[src/rtl/shift_pkg.sv]
// Shared encodings for the sequenced shift register: mode codes and FSM states.
package shift_pkg;

  // Shift mode encoding; codes 5-7 are reserved and behave as a zero-length shift.
  localparam logic [2:0] SH_SLL = 3'd0;
  localparam logic [2:0] SH_SRL = 3'd1;
  localparam logic [2:0] SH_SRA = 3'd2;
  localparam logic [2:0] SH_ROL = 3'd3;
  localparam logic [2:0] SH_ROR = 3'd4;

  typedef enum logic {
    StIdle,
    StShift
  } state_e;

endpackage

[src/rtl/shift_step_unit.sv]
// Combinational barrel stage: shifts value by s (0..STEP) bits in the given mode
// and reports the last bit that left the register.
module shift_step_unit
  import shift_pkg::*;
#(
  parameter int unsigned N = 16,
  parameter int unsigned STEP = 1,
  localparam int unsigned SW = $clog2(STEP + 1)
) (
  input  logic [N-1:0]  value,
  input  logic [2:0]    mode,
  input  logic [SW-1:0] s,
  input  logic          sin,
  output logic [N-1:0]  result,
  output logic          out_bit
);

  // One shift of s bits; s == 0 passes value through and out_bit is meaningless.
  always_comb begin
    int unsigned sh;
    logic [N-1:0] tmp;
    sh      = 32'(s);
    tmp     = '0;
    result  = value;
    out_bit = 1'b0;
    if (sh != 0) begin
      case (mode)
        SH_SLL: begin
          result = (value << s) | (sin ? ~({N{1'b1}} << s) : '0);
          tmp    = value >> (N - sh);
        end
        SH_SRL: begin
          result = (value >> s) | (sin ? ~({N{1'b1}} >> s) : '0);
          tmp    = value >> (sh - 1);
        end
        SH_SRA: begin
          result = $unsigned($signed(value) >>> s);
          tmp    = value >> (sh - 1);
        end
        SH_ROL: begin
          result = (value << s) | (value >> (N - sh));
          tmp    = value >> (N - sh);
        end
        SH_ROR: begin
          result = (value >> s) | (value << (N - sh));
          tmp    = value >> (sh - 1);
        end
        default: begin
          result = value;
          tmp    = '0;
        end
      endcase
      out_bit = tmp[0];
    end
  end

endmodule

[src/rtl/shift_register_seq.sv]
// Operand register with legacy load/shift-left plus a sequenced multi-bit shift
// engine (start/busy/done handshake), STEP bits per cycle at most.
module shift_register_seq
  import shift_pkg::*;
#(
  parameter int unsigned N = 16,
  parameter int unsigned STEP = 1,
  localparam int unsigned AW = $clog2(N + 1)
) (
  input  logic          clk,
  input  logic          rst,
  input  logic          ld,
  input  logic [N-1:0]  pin,
  input  logic          shl,
  input  logic          start,
  input  logic [2:0]    mode,
  input  logic [AW-1:0] amt,
  input  logic          sin,
  output logic [N-1:0]  pout,
  output logic          sout,
  output logic          busy,
  output logic          done,
  output logic          zero
);

  localparam int unsigned SW = $clog2(STEP + 1);

  state_e        state_q, state_d;
  logic [N-1:0]  pout_q, pout_d;
  logic          sout_q, sout_d;
  logic          done_q, done_d;
  logic [2:0]    mode_q, mode_d;
  logic [AW-1:0] rem_q, rem_d;
  logic [AW-1:0] amt_eff;
  logic [SW-1:0] step_s;
  logic [N-1:0]  step_res;
  logic          step_bit;

  // Effective shift length: linear shifts saturate at N, rotates wrap modulo N.
  always_comb begin
    int unsigned a;
    a = 32'(amt);
    case (mode)
      SH_SLL, SH_SRL, SH_SRA: amt_eff = (a > N) ? AW'(N) : amt;
      SH_ROL, SH_ROR:         amt_eff = AW'(a % N);
      default:                amt_eff = '0;
    endcase
  end

  // Bits shifted this cycle: the smaller of STEP and what is left.
  always_comb begin
    if (rem_q > AW'(STEP)) step_s = SW'(STEP);
    else                   step_s = SW'(rem_q);
  end

  shift_step_unit #(
    .N    (N),
    .STEP (STEP)
  ) u_step (
    .value   (pout_q),
    .mode    (mode_q),
    .s       (step_s),
    .sin     (sin),
    .result  (step_res),
    .out_bit (step_bit)
  );

  // Next-state logic: IDLE priority ld > start > shl; in SHIFT ld aborts silently.
  always_comb begin
    state_d = state_q;
    pout_d  = pout_q;
    sout_d  = sout_q;
    done_d  = 1'b0;
    mode_d  = mode_q;
    rem_d   = rem_q;
    unique case (state_q)
      StIdle: begin
        if (ld) begin
          pout_d = pin;
        end else if (start) begin
          mode_d  = mode;
          rem_d   = amt_eff;
          state_d = StShift;
        end else if (shl) begin
          pout_d = {pout_q[N-2:0], 1'b0};
          sout_d = pout_q[N-1];
        end
      end
      StShift: begin
        if (ld) begin
          pout_d  = pin;
          state_d = StIdle;
        end else if (rem_q == '0) begin
          // Zero-length shift: finish without touching pout or sout.
          state_d = StIdle;
          done_d  = 1'b1;
        end else begin
          pout_d = step_res;
          sout_d = step_bit;
          rem_d  = rem_q - AW'(step_s);
          if (rem_d == '0) begin
            state_d = StIdle;
            done_d  = 1'b1;
          end
        end
      end
    endcase
  end

  // State register with asynchronous active-low reset.
  always_ff @(posedge clk or negedge rst) begin
    if (!rst) begin
      state_q <= StIdle;
      pout_q  <= '0;
      sout_q  <= 1'b0;
      done_q  <= 1'b0;
      mode_q  <= SH_SLL;
      rem_q   <= '0;
    end else begin
      state_q <= state_d;
      pout_q  <= pout_d;
      sout_q  <= sout_d;
      done_q  <= done_d;
      mode_q  <= mode_d;
      rem_q   <= rem_d;
    end
  end

  assign pout = pout_q;
  assign sout = sout_q;
  assign busy = (state_q == StShift);
  assign done = done_q;
  assign zero = (pout_q == '0);

endmodule

[config.mk]
export PLATFORM = sky130hd
export DESIGN_NAME = shift_register_seq
export DESIGN_NICKNAME = d
export VERILOG_FILES = /design/src/rtl/shift_pkg.sv /design/src/rtl/shift_step_unit.sv /design/src/rtl/shift_register_seq.sv
export SDC_FILE = /design/constraint.sdc
export NUM_CORES = 1
export LEC_CHECK = 0
export CORE_ASPECT_RATIO = 0.7
export CORE_UTILIZATION = 49
export CTS_CLUSTER_SIZE = 28
export DETAILED_ROUTE_END_ITERATION = 12
export PLACE_DENSITY_LB_ADDON = 0.2
export SETUP_SLACK_MARGIN = 0.2
export SYNTH_ARGS = -nofsm -noshare
export SYNTH_HDL_FRONTEND = slang
export SYNTH_SLANG_ARGS = --single-unit
[constraint.sdc]
create_clock -name clk -period 3.2 [get_ports clk]
set_clock_uncertainty 0.1 [all_clocks]
set_input_delay 0.32 -clock clk [delete_from_list [all_inputs] [get_ports clk]]
set_output_delay 0.32 -clock clk [all_outputs]
set_load 0.01 [all_outputs]
======== Word level (Yosys, flattened, before mapping) ========
Index checks and enable logic that the tools add are counted.
storage, ports and cells
  register bits ........................... 27
  output and inout port bits .............. 20
cells by class
  add/subtract/negate cells ............... 3
  order comparisons ....................... 2
  equal/unequal tests ..................... 19
  shift-type cells ........................ 8
  multiplexer cells ....................... 36
  bitwise gates (word level) .............. 8
  reduce and logical (&&, ||, !) cells .... 13
operators by type and width
  cell                                                                     number
  16-bit two-way mux                                                       8
  16-bit one-hot mux with 5 select lines                                   1
  16-bit bitwise OR                                                        4
  16-bit inverter                                                          2
  16-bit one-hot mux with 2 select lines                                   1
  16-bit by 32-bit left shift with 16-bit output                           1
  16-bit by 32-bit >> shifter with 1-bit output                            1
  16-bit by 32-bit >> shifter with 16-bit output                           1
  5-bit two-way mux                                                        5
  5-bit one-hot mux with 2 select lines                                    2
  16-bit zero test                                                         1
  1-bit two-way mux                                                        16
  16-bit by 1-bit left shift with 16-bit output                            1
  16-bit by 1-bit left shift with 16-bit output, first input constant      1
  16-bit by 1-bit >> shifter with 16-bit output                            1
  16-bit by 1-bit >> shifter with 16-bit output, first input constant      1
  16-bit by 1-bit >>> shifter with 16-bit output                           1
  3-bit by 2-bit == test with 1-bit output, second input constant          4
  2-bit inequality test, second input constant                             6
  5-bit zero test                                                          2
  5-bit AND reduction                                                      2
  3-bit inequality test, second input constant                             3
  7-bit by 2-bit inequality test with 1-bit output, second input constant  1
  3-bit by 1-bit == test with 1-bit output, second input constant          2
  other kinds (14)                                                         21

======== Longest topological paths before layout ========
Gate-level depths: netlist of run 1.
  depth after elaboration ................. 11
  gate-level depth with buffers ........... 12
  depth with buffers taken out ............ 10

======== Cells and area by module ========
From an unflattened synthesis of run 1, not the netlist that was laid out.
second synthesis, totals
  cells, all modules ...................... 268
  area, all modules ....................... 2128.3 um^2
by module, submodules not included
  module              instances  cells each  area an instance (um^2)  seq. area each (um^2)
  shift_register_seq  1          181         1551.5                   675.6
  shift_step_unit     1          87          576.8                    0.0

======== Worst setup path after synthesis of run 1 ========
No wires, ideal clock.
  path kind ............................... reg2reg
  start point ............................. register rem_q[1]
  end point ............................... register rem_q[4]
  arrival ................................. 2.265 ns
  setup slack ............................. 0.709 ns
  stages on the path, launching flop included .. 13
  period minus slack after synthesis ...... 2.491 ns
  cell sequence ........................... dfrtp_1 -> or3_1 -> buf_2 -> or3_1 -> buf_6 -> or2b_1 -> inv_1 -> ha_1 -> nand2b_1 -> nor3_1 -> nand2_1 -> o21ai_0 -> a221o_1
between the ends
  word-level cells in the longest chain between the ends .. 6
  elaborated cells on any way between the ends .. 9
RTL lines
  what                                                      RTL line                   text
  start, declared                                           shift_register_seq.sv:33   logic [AW-1:0] rem_q, rem_d;
  start signal, assigned                                    shift_register_seq.sv:125  rem_q <= rem_d;
  5-bit by 1-bit greater-than comparator with 1-bit output  shift_register_seq.sv:52   if (rem_q > AW'(STEP)) step_s = SW'(STEP);
  1-bit two-way mux                                         shift_register_seq.sv:52
  5-bit by 1-bit subtractor with 5-bit output               shift_register_seq.sv:100  rem_d = rem_q - AW'(step_s);
  5-bit two-way mux                                         shift_register_seq.sv:93   end else if (rem_q == '0) begin
  5-bit two-way mux                                         shift_register_seq.sv:90   if (ld) begin
  5-bit one-hot mux with 2 select lines                     shift_register_seq.sv:76   unique case (state_q)
Parallel ways exist; a longest one is shown, timed or not. The select of a mux whose other input is x is not followed.
A chain may end at the register's enable or synchronous reset.

======== Worst setup path after layout of run 1 ========
  start point ............................. register rem_q[0]
  end point ............................... register state_q (netlist: busy)
between the ends
  word-level cells in the longest chain between the ends .. 8
  elaborated cells on any way between the ends .. 9
RTL lines
  what                                                      RTL line                   text
  5-bit by 1-bit greater-than comparator with 1-bit output  shift_register_seq.sv:52
  1-bit two-way mux                                         shift_register_seq.sv:52
  5-bit by 1-bit subtractor with 5-bit output               shift_register_seq.sv:100
  5-bit zero test                                           shift_register_seq.sv:101  if (rem_d == '0) begin
  1-bit two-way mux                                         shift_register_seq.sv:101
  1-bit two-way mux (*)                                     shift_register_seq.sv:93
  1-bit two-way mux (*)                                     shift_register_seq.sv:90
  1-bit one-hot mux with 2 select lines (*)                 shift_register_seq.sv:76
  named net state_d                                         shift_register_seq.sv:28   state_e state_q, state_d;
  end signal, assigned                                      shift_register_seq.sv:113  state_q <= StIdle;
  end signal, assigned                                      shift_register_seq.sv:120  state_q <= state_d;
  end, declared                                             shift_register_seq.sv:28
Mark *: on every way through the listed nets, which the timed path passes. The rest lies on a longest branch.

==> out/metrics.cfg, run 1 <==
[global_routing]
grt_use_met2_pct=36.97
grt_pass1_vias=1490
grt_use_met1_pct=33.86
gr-max-usage-layer=met2
grt_pass1_wl_um=7431
gr-usage-met3_pct=4.237
grt_max_degree=28
gr-total-overflow=0
antenna_found_initial=0
grt.total_usage_pct=23.50

[min_path]
holdCritPathClass=in -> async

[setup_path]
end_kind=register
crit_path_start_kind=register
startpoint=rem_q[0]$_DFFE_PN0P_
critical_path_arrival_ns=2.75
path_max_fanout=7
crit_type=reg -> reg
required_ns=3.27
r2r_cells=10
r2r-start=rem_q[0]$_DFFE_PN0P_

[cts]
cts-root-buf=clkbuf_8
cts.sinks=27
cts_resized=0
postCtsHoldBufs=0
post_cts_buffers=0
clkTransAtPathRegs_ns=0.09
clock_latency_ns=0.28
htree_levels=1
clk_path_buf_depth=2
cts_buffers=3
cts_tree=done

[die]
rows=18
dieArea_um2=4107
start_util_pct=52.36
ios=50
die_h_um=53.92
fp.coreArea_um2=3603
die_w_um=76.17

[synthesis]
netlist_area_um2=1887
ys_ff_latch=27
netlist_instances=204
synthArstFlopShare_pct=100.0
ys_seq_area_share_pct=35.81
ys_warn_count=0
syn_avg_cell_area_um2=9.249
synth_cell_types=45
synth_flop_cell=dfrtp_1
synth-edff-count=0
syn-num-nets=236

[drt]
drt-total-wl_um=4493
vias_per_cell=5.707
route.detailed.drc=0
postRouteAntennaNets=0
first_pass_iters=5
num_vias=1695
drtIter0Drc=96
wl_per_cell_um=15.13

[timing]
rsz0062_at_grt=no
final-hold-violation-count=0
min_period_ns=2.682
hold_ws_ns=0.3177
worst_slew_pin_slew_ns=0.8608
fmax_ghz=0.3728
timing.final.max_slew_violations=0
slew_headroom_pct=42.40
post-route-period-util_pct=83.83
finalSetupViolCount=0
fin_tns_setup_ns=0

[cells_and_area]
most-common-layout-cells=clkdlybuf4s50_1 (49), dfrtp_1 (27), nand2_1 (22), nor2_1 (20), mux2_2 (16)
diodes=0
drive_gt1_share_pct=11.34
area_growth_pct=25.86
stdcell_area_um2=2375
nNetsFinal=280
final_common_cell=clkdlybuf4s50_1

[pwr]
p_leak_uw=0.0009277
clkPwrFrac_pct=10.0
ir_drop_v=0.0004700
p_seq_share_pct=36.5
switching_share_pct=41.38
p_int_uw=1149
switching_power_uw=811.0
powerDensity_nw_per_um2=825.3
power_frac_comb_pct=53.5

[placement]
hpwl_um=3246
io_buffers=49
placed_area_um2=2330
place.gp.congestion=0.7941

[run]
max-cap-violations=0

[run_status]
status=finished clean

==> power by group through the flow <==
stage | Combinational, uW | Sequential [uW] | Clock [uW]
floorplan | 751 | 674 | 0
global placement | 1030 | 711 | 0
detailed placement | 1040 | 714 | 0
CTS | 1050 | 710 | 199
global route | 1160 | 751 | 211
finish | 1050 | 716 | 196
==> final cells by class <==
class / count / area (um2)
Inverter: 5 / 18.77
Clock buffer: 4 / 45.04
Fill cell: 324 / 1229
Sequential cell: 27 / 675.6
Timing Repair Buffer: 54 / 528.0
Tap cell: 50 / 62.56
Multi-Input combinational cell: 157 / 1045
==> final timing paths <==
| path | endpoint | slack (ns) |
|---|---|---|
| min in group clk | sout$_DFFE_PN0P_ | 0.42 |
| max in group asynchronous | async pin | 2.43 |
| min reg2reg | sout$_DFFE_PN0P_ | 0.42 |
| max reg2reg | busy$_DFF_PN0_ | 0.52 |
| min | pout[6]$_DFFE_PN0P_ | 0.32 |
| max | busy$_DFF_PN0_ | 0.52 |
==> cell usage after synthesis, drive strengths merged, types with 2 or more instances <==
cell | n | area share (%)
nor4 | 5 | 1.7
or3 | 2 | 0.66
clkbuf | 8 | 3.2
nor2 | 20 | 4.0
a31oi | 2 | 0.66
nand2 | 22 | 4.4
dfrtp | 27 | 36
a21oi | 15 | 4.0
a22oi | 2 | 0.80
mux2 | 16 | 9.5
buf | 6 | 2.9
nand3 | 2 | 0.53
a311o | 2 | 1.1
o21bai | 2 | 0.80
ha | 2 | 1.3
a211oi | 4 | 1.6
nor2b | 4 | 1.3
or2b | 2 | 0.86
nor3 | 3 | 0.80
inv | 5 | 0.99
a221o | 2 | 1.1
and3 | 2 | 0.66
o22ai | 2 | 0.66
o21ai | 15 | 4.0
nand2b | 2 | 0.66
o31ai | 2 | 0.80
mux2i | 3 | 1.6
a221oi | 11 | 5.1
==> worst max-delay path: stages, from the launching register on <==
cell      delay, ns
dfrtp_1        0.41
or3_1          0.45
or3_1          0.49
or2b_1         0.22
inv_1          0.04
ha_1           0.19
nand2b_1       0.14
nand2_1        0.07
o22ai_1        0.13
nand3b_1       0.12
o21a_1         0.21
==> cell families (layout without fill, tap and decap cells) <==
family | Yosys count | after routing | share of synthesized area [%]
flops | 27 | 27 | 35.81
simple gates | 68 | 68 | 17.18
buf+inv | 20 | 63 | 8.820
fa+ha+maj | 2 | 2 | 1.326
compound gates | 67 | 67 | 25.26
mux | 19 | 19 | 11.14
xor+xnor | 1 | 1 | 0.4643
==> per-stage QoR <==
step | worst slack (ns) | power, uW | utilization, % | std cells
finish | 0.5176 | 1960 | 65.90 | 297
floorplan | 0.7090 | 1425 | - | 204
detailed placement | 0.5613 | 1755 | 64.65 | 293
CTS | 0.5240 | 1957 | 65.90 | 297
global placement | 0.6140 | 1736 | 64.65 | 293
global route | 0.3507 | 2117 | 65.90 | 297
==> metal layers <==
metal	vias to the layer above	wire, um
li1	851	-
met1	786	2298
met2	56	1921
met3	2	245
met4	0	29
met5	-	0
Power figures use the tool's default switching activity.
==> run 2, diff against run 1 <==
- CORE_UTILIZATION: 49 -> 44
- clock period: 3.2 -> 2.45 ns (I/O delays scaled with it)
==> run 2 against run 1 <==
  * Power is 51% higher
  * Flip-flop and latch count stayed put
  * Via count is 10% higher
  * First-iteration DRC count is 88% higher
  * Worst setup slack worse by 0.40 ns
  * Combinational power is 67% higher
  * Highest routed layer unchanged
  * Utilization is 1.1 points higher
  * Register-to-register slack worse by 0.40 ns
  * Hold slack worse by 0.082 ns
  * Clock power is 38% higher
==> out/metrics.cfg, run 2 (synthesis results as in run 1) <==
[setup_path]
crit_type=reg -> reg
end_kind=register
required_ns=2.52  ; -0.75 ns
max_stage_delay_ns=0.40  ; -0.09 ns
slowest_stage=dfrtp_1
path_common_cell=or3_4
crit_path_start_kind=register
crit_chain=or3_4, or3_4, or2b_1, inv_2, ha_4, nand2b_1, nand2_1, o22ai_2, nand3b_1, a21oi_1
critical_path_arrival_ns=2.41  ; -0.34 ns
r2r_cells=10  ; unchanged
path_max_fanout=3  ; -4

[placement]
placedCellCount=305  ; +4.1%
dp_slack_ns=0.1214  ; -0.4399 ns
hpwl_um=3520  ; +8.4%
placed_area_um2=2410  ; +3.4%
io_buffers=49  ; unchanged
place.gp.congestion=0.7690  ; -3.2%

[timing]
final-hold-violation-count=0  ; unchanged
fmax_ghz=0.4279  ; +15%
slew_headroom_pct=16.62  ; -26 points
rsz0062_at_grt=yes
layout_setup_ws_ns=0.1128  ; -0.4048 ns
worst_slew_pin_slew_ns=1.246  ; +0.3854 ns
post-route-period-util_pct=95.40  ; +12 points
finalSetupViolCount=0  ; unchanged
timing.final.max_slew_violations=0  ; unchanged
min_period_ns=2.337  ; -0.3452 ns

[pwr]
ir_drop_v=0.0005867  ; +25%
powerDensity_nw_per_um2=1099  ; +33%
p_leak_uw=0.001069  ; +15%
power.total_uw=2958  ; +51%

[cells_and_area]
fillCellCount=336  ; +3.7%
drive_gt1_share_pct=27.99  ; +17 points
stdcell_area_um2=2693  ; +13%
most-common-layout-cells=clkdlybuf4s50_1 (49), dfrtp_1 (27), buf_4 (21), nand2_1 (20), nor2_1 (19)
fin_cells=320  ; +7.7%
postLayoutCoreUtil_pct=67.02  ; +1.1 points
nNetsFinal=301  ; +7.5%
area_growth_pct=42.71
diodes=0  ; unchanged
final_common_cell=clkdlybuf4s50_1

[global_routing]
gr-total-overflow=0  ; unchanged
grt_pass1_vias=1783  ; +20%
antenna_found_initial=0  ; unchanged
grt_max_degree=28  ; unchanged
grt_pass1_wl_um=8604  ; +16%
grt.total_usage_pct=24.71  ; +1.2 points

[die]
die_w_um=80.27  ; +5.4%
rows=19  ; +1
fp.coreArea_um2=4018  ; +11%
start_util_pct=46.96  ; -5.4 points
die_h_um=56.79  ; +5.3%
dieArea_um2=4559  ; +11%
ios=50  ; unchanged

[cts]
cts-root-buf=clkbuf_8
cts_tree=done
postCtsHoldBufs=0  ; unchanged
htree_levels=1  ; unchanged
clkTransAtPathRegs_ns=0.10  ; about the same
clk_path_buf_depth=2  ; unchanged
cts.sinks=27  ; unchanged
clock_latency_ns=0.28  ; about the same
cts_buffers=3  ; unchanged

[drt]
route.detailed.drc=0  ; unchanged
drt-total-wl_um=5373  ; +20%
vias_per_cell=5.841  ; +2.3%
first_pass_iters=5  ; unchanged
wl_per_cell_um=16.79  ; +11%
postRouteAntennaNets=0  ; unchanged
drtIter0Drc=180  ; +88%
num_vias=1869  ; +10%

[min_path]
holdCritPathClass=in -> async

[run]
max-cap-violations=0  ; unchanged

[run_status]
status=finished clean

## run 2: cell types whose count changed in the layout (fill, tap and decap cells not counted), sizes merged
cell | previous run | this run
clkbuf | 4 | 3
clkinv | 0 | 1
buf | 5 | 26
## run 2: worst max-delay path, delay by kind of cell, from the launching register on
family,cells,cell delay [ns]
buffers and inverters,1,0.06
AND/OR/NAND/NOR,6,1.35
AO/OA/AOI/OAI,2,0.16
flip-flops,1,0.40
adder cells (fa/ha/maj),1,0.17
## run 2: final cells by class
class,instances,area (um2),share of cell area (%)
clock buffers,3,41.29,1.533
repair buffers,75,704.4,26.16
clock inverters,1,5.005,0.1859
well taps,52,65.06,2.416
flip-flops and latches,27,675.6,25.09
multi-input cells,157,1182,43.91
inverters,5,18.77,0.6970
## run 2: repair_timing
item	in CTS	in global routing
endpoints found under the setup margin	17	20
gates resized for setup	10	23
buffers inserted	7	4
hold endpoints to repair	0	0
pin swaps	5	15
## run 2: worst paths after layout
| path | start | to | slack [ns] |
|---|---|---|---|
| setup / recovery | rem_q[0]$_DFFE_PN0P_ | done$_DFF_PN0_ | 0.11 |
| max in group asynchronous | rst | async pin | 1.74 |
| hold reg to reg | sout$_DFFE_PN0P_ | sout$_DFFE_PN0P_ | 0.43 |
| hold / removal | rst | rem_q[1]$_DFFE_PN0P_ | 0.24 |
| setup reg to reg | rem_q[0]$_DFFE_PN0P_ | done$_DFF_PN0_ | 0.11 |
| min in group clk | sout$_DFFE_PN0P_ | sout$_DFFE_PN0P_ | 0.43 |
## run 2: per-stage QoR
step           TNS [ns]  hold slack (ns)
2_1_floorplan  -0.01727          -0.1506
3_3_place_gp          0           0.3965
3_5_place_dp          0           0.4128
4_1_cts               0           0.2464
5_1_grt               0           0.2793
6_report              0           0.2352
## run 2: report_power, final
part	internal [uW]	switching, uW	total, uW	leakage, uW
registers	626	315	941	0.000322
logic	982	764	1750	0.000721
clock network	115	156	271	0.0000255
## run 2: per-layer routing
metal | track usage (%) | part of all wire [%] | vias to the layer above
met2 | 36.51 | 45 | 66
met4 | 5.612 | 0.78 | 0
li1 | - | - | 888
met3 | 5.528 | 6.2 | 6
met5 | 0 | 0 | -
met1 | 36.44 | 48 | 909
==> run 3, diff against run 2 <==
- CORE_UTILIZATION: 44 -> 45
- CTS_BUF_LIST: not set -> sky130_fd_sc_hd__clkbuf_8
- CTS_CLUSTER_SIZE: 28 -> not set
==> run 3 against run 2 <==
  * Via count is 0.75% higher
  * Flip-flop and latch count stayed put
  * Largest cell class unchanged
  * Critical endpoint is now busy$_DFF_PN0_
  * Critical path depth stayed put
  * Die area is 2.2% lower
  * Combinational power is 7% lower
  * Non-clock buffer count is 8 lower
==> out/metrics.cfg, run 3 (synthesis results as in run 1) <==
[drt]
drt-total-wl_um=5238  ; -2.5%
postRouteAntennaNets=0  ; unchanged
drtIter0Drc=141  ; -22%
vias_per_cell=6.016  ; +3.0%
first_pass_iters=5  ; unchanged
route.detailed.drc=0  ; unchanged
wl_per_cell_um=16.73  ; -0.33%
num_vias=1883  ; +0.75%

[global_routing]
grt_use_met2_pct=33.62  ; -2.9 points
grt_pass1_wl_um=8004  ; -7.0%
gr-total-overflow=0  ; unchanged
grt.total_usage_pct=23.16  ; -1.5 points
antenna_found_initial=0  ; unchanged
gr-max-usage-layer=met1
grt_pass1_vias=1634  ; -8.4%
gr-usage-met3_pct=4.754  ; -0.77 points
grt_use_met1_pct=35.57  ; -0.86 points
grt_max_degree=28  ; unchanged

[timing]
worst_slew_pin_slew_ns=0.8146  ; -0.4315 ns
final-hold-violation-count=0  ; unchanged
rsz0062_at_grt=yes
finalSetupViolCount=0  ; unchanged
min_period_ns=2.308  ; -0.02892 ns
timing.final.max_slew_violations=0  ; unchanged
fmax_ghz=0.4332  ; +1.3%
slew_headroom_pct=45.49  ; +29 points
post-route-period-util_pct=94.22  ; -1.2 points

[cells_and_area]
nNetsFinal=294  ; -2.3%
fillCellCount=340  ; +1.2%
diodes=0  ; unchanged
most-common-layout-cells=clkdlybuf4s50_1 (49), dfrtp_1 (26), nand2_1 (22), nor2_1 (17)
area_growth_pct=36.07
stdcell_area_um2=2567  ; -4.6%
final_common_cell=clkdlybuf4s50_1
drive_gt1_share_pct=21.46  ; -6.5 points

[cts]
postCtsHoldBufs=0  ; unchanged
cts_buffers=3  ; unchanged
cts-root-buf=clkbuf_8
htree_levels=1  ; unchanged
clock_latency_ns=0.27  ; about the same
cts_tree=done
cts.sinks=27  ; unchanged
clkTransAtPathRegs_ns=0.10  ; about the same
clk_path_buf_depth=2  ; unchanged

[placement]
placed_area_um2=2395  ; -0.62%
hpwl_um=3424  ; -2.7%
place.gp.congestion=0.7769  ; +1.0%
io_buffers=49  ; unchanged

[setup_path]
crit_path_start_kind=register
crit_type=reg -> reg
critical_path_arrival_ns=2.38  ; -0.03 ns
end_kind=register
path_max_fanout=4  ; +1
required_ns=2.52  ; about the same

[die]
dieArea_um2=4460  ; -2.2%
die_w_um=79.40  ; -1.1%
rows=19  ; unchanged
fp.coreArea_um2=3970  ; -1.2%
start_util_pct=47.53  ; +0.56 points
die_h_um=56.18  ; -1.1%
ios=50  ; unchanged

[pwr]
p_leak_uw=0.001009  ; -5.6%
power.total_uw=2833  ; -4.2%
powerDensity_nw_per_um2=1103  ; +0.43%
ir_drop_v=0.0005549  ; -5.4%

[min_path]
holdCritPathClass=in -> async

[run]
max-cap-violations=0  ; unchanged

[run_status]
status=finished clean

==> run 3: cell count changes in the layout (fill, tap and decap cells not counted), sizes merged <==
cell / change
a311o: +1
clkinv: -1
buf: -8
inv: +1
==> run 3: worst max-delay path, cell delays in order (launching register included) <==
cell and delay [ns]:
dfrtp_1 0.39, or3_4 0.39, or3_4 0.34, or2b_1 0.19, inv_2 0.05, ha_4 0.16
nand2b_4 0.07, nand2_1 0.05, o22ai_1 0.12, nand3b_1 0.16, o21a_1 0.20
==> run 3: area by class of cell <==
class	instances	area, um2	area share [%]
multi-input combinational	158	1129	43.96
sequential	27	676.9	26.36
timing repair buffer	67	633.1	24.66
tap	52	65.06	2.534
clock buffer	3	41.29	1.608
inverter	5	18.77	0.7310
clock inverter	1	3.754	0.1462
==> run 3: repair_timing <==
action / CTS / global route
setup endpoints to repair: 17 / 20
setup buffers: 3 / 1
cloned: 0 / 2
pin swaps: 1 / 15
resized for setup: 3 / 21
==> run 3: stage by stage <==
step           cells  setup slack, ns  util (%)  hold WS [ns]  TNS [ns]
2_1_floorplan    204         -0.01727         -       -0.1506  -0.01727
3_3_place_gp     303           0.1634     60.32        0.3967         0
3_5_place_dp     303          0.08645     60.32        0.4132         0
4_1_cts          310           0.1545     62.50        0.2497         0
5_1_grt          313          0.04640     64.67        0.2795         0
6_report         313           0.1417     64.67        0.2387         0
==> run 3: worst paths after layout <==
kind / cells after the start / end / slack (ns) / startpoint
min: 2 / mode_q[0]$_DFFE_PN0P_ / 0.24 / rst
min in group clk: 2 / sout$_DFFE_PN0P_ / 0.43 / sout$_DFFE_PN0P_
min reg2reg: 2 / sout$_DFFE_PN0P_ / 0.43 / sout$_DFFE_PN0P_
max: 10 / busy$_DFF_PN0_ / 0.14 / rem_q[1]$_DFFE_PN0P_
max reg2reg: 10 / busy$_DFF_PN0_ / 0.14 / rem_q[1]$_DFFE_PN0P_
max in group asynchronous: 2 / pout[1]$_DFFE_PN0P_ / 1.73 / rst
==> run 3: layer usage <==
metal	routed length, um	share of wire, %
met5	0	0
met4	27	0.52
met3	366	7.0
met2	2301	44
met1	2543	49
==> run 3: power by group <==
part / switching, uW / internal [uW] / total (uW)
Sequential: 326 / 628 / 954
Clock: 147 / 113 / 260
Combinational: 720 / 899 / 1620
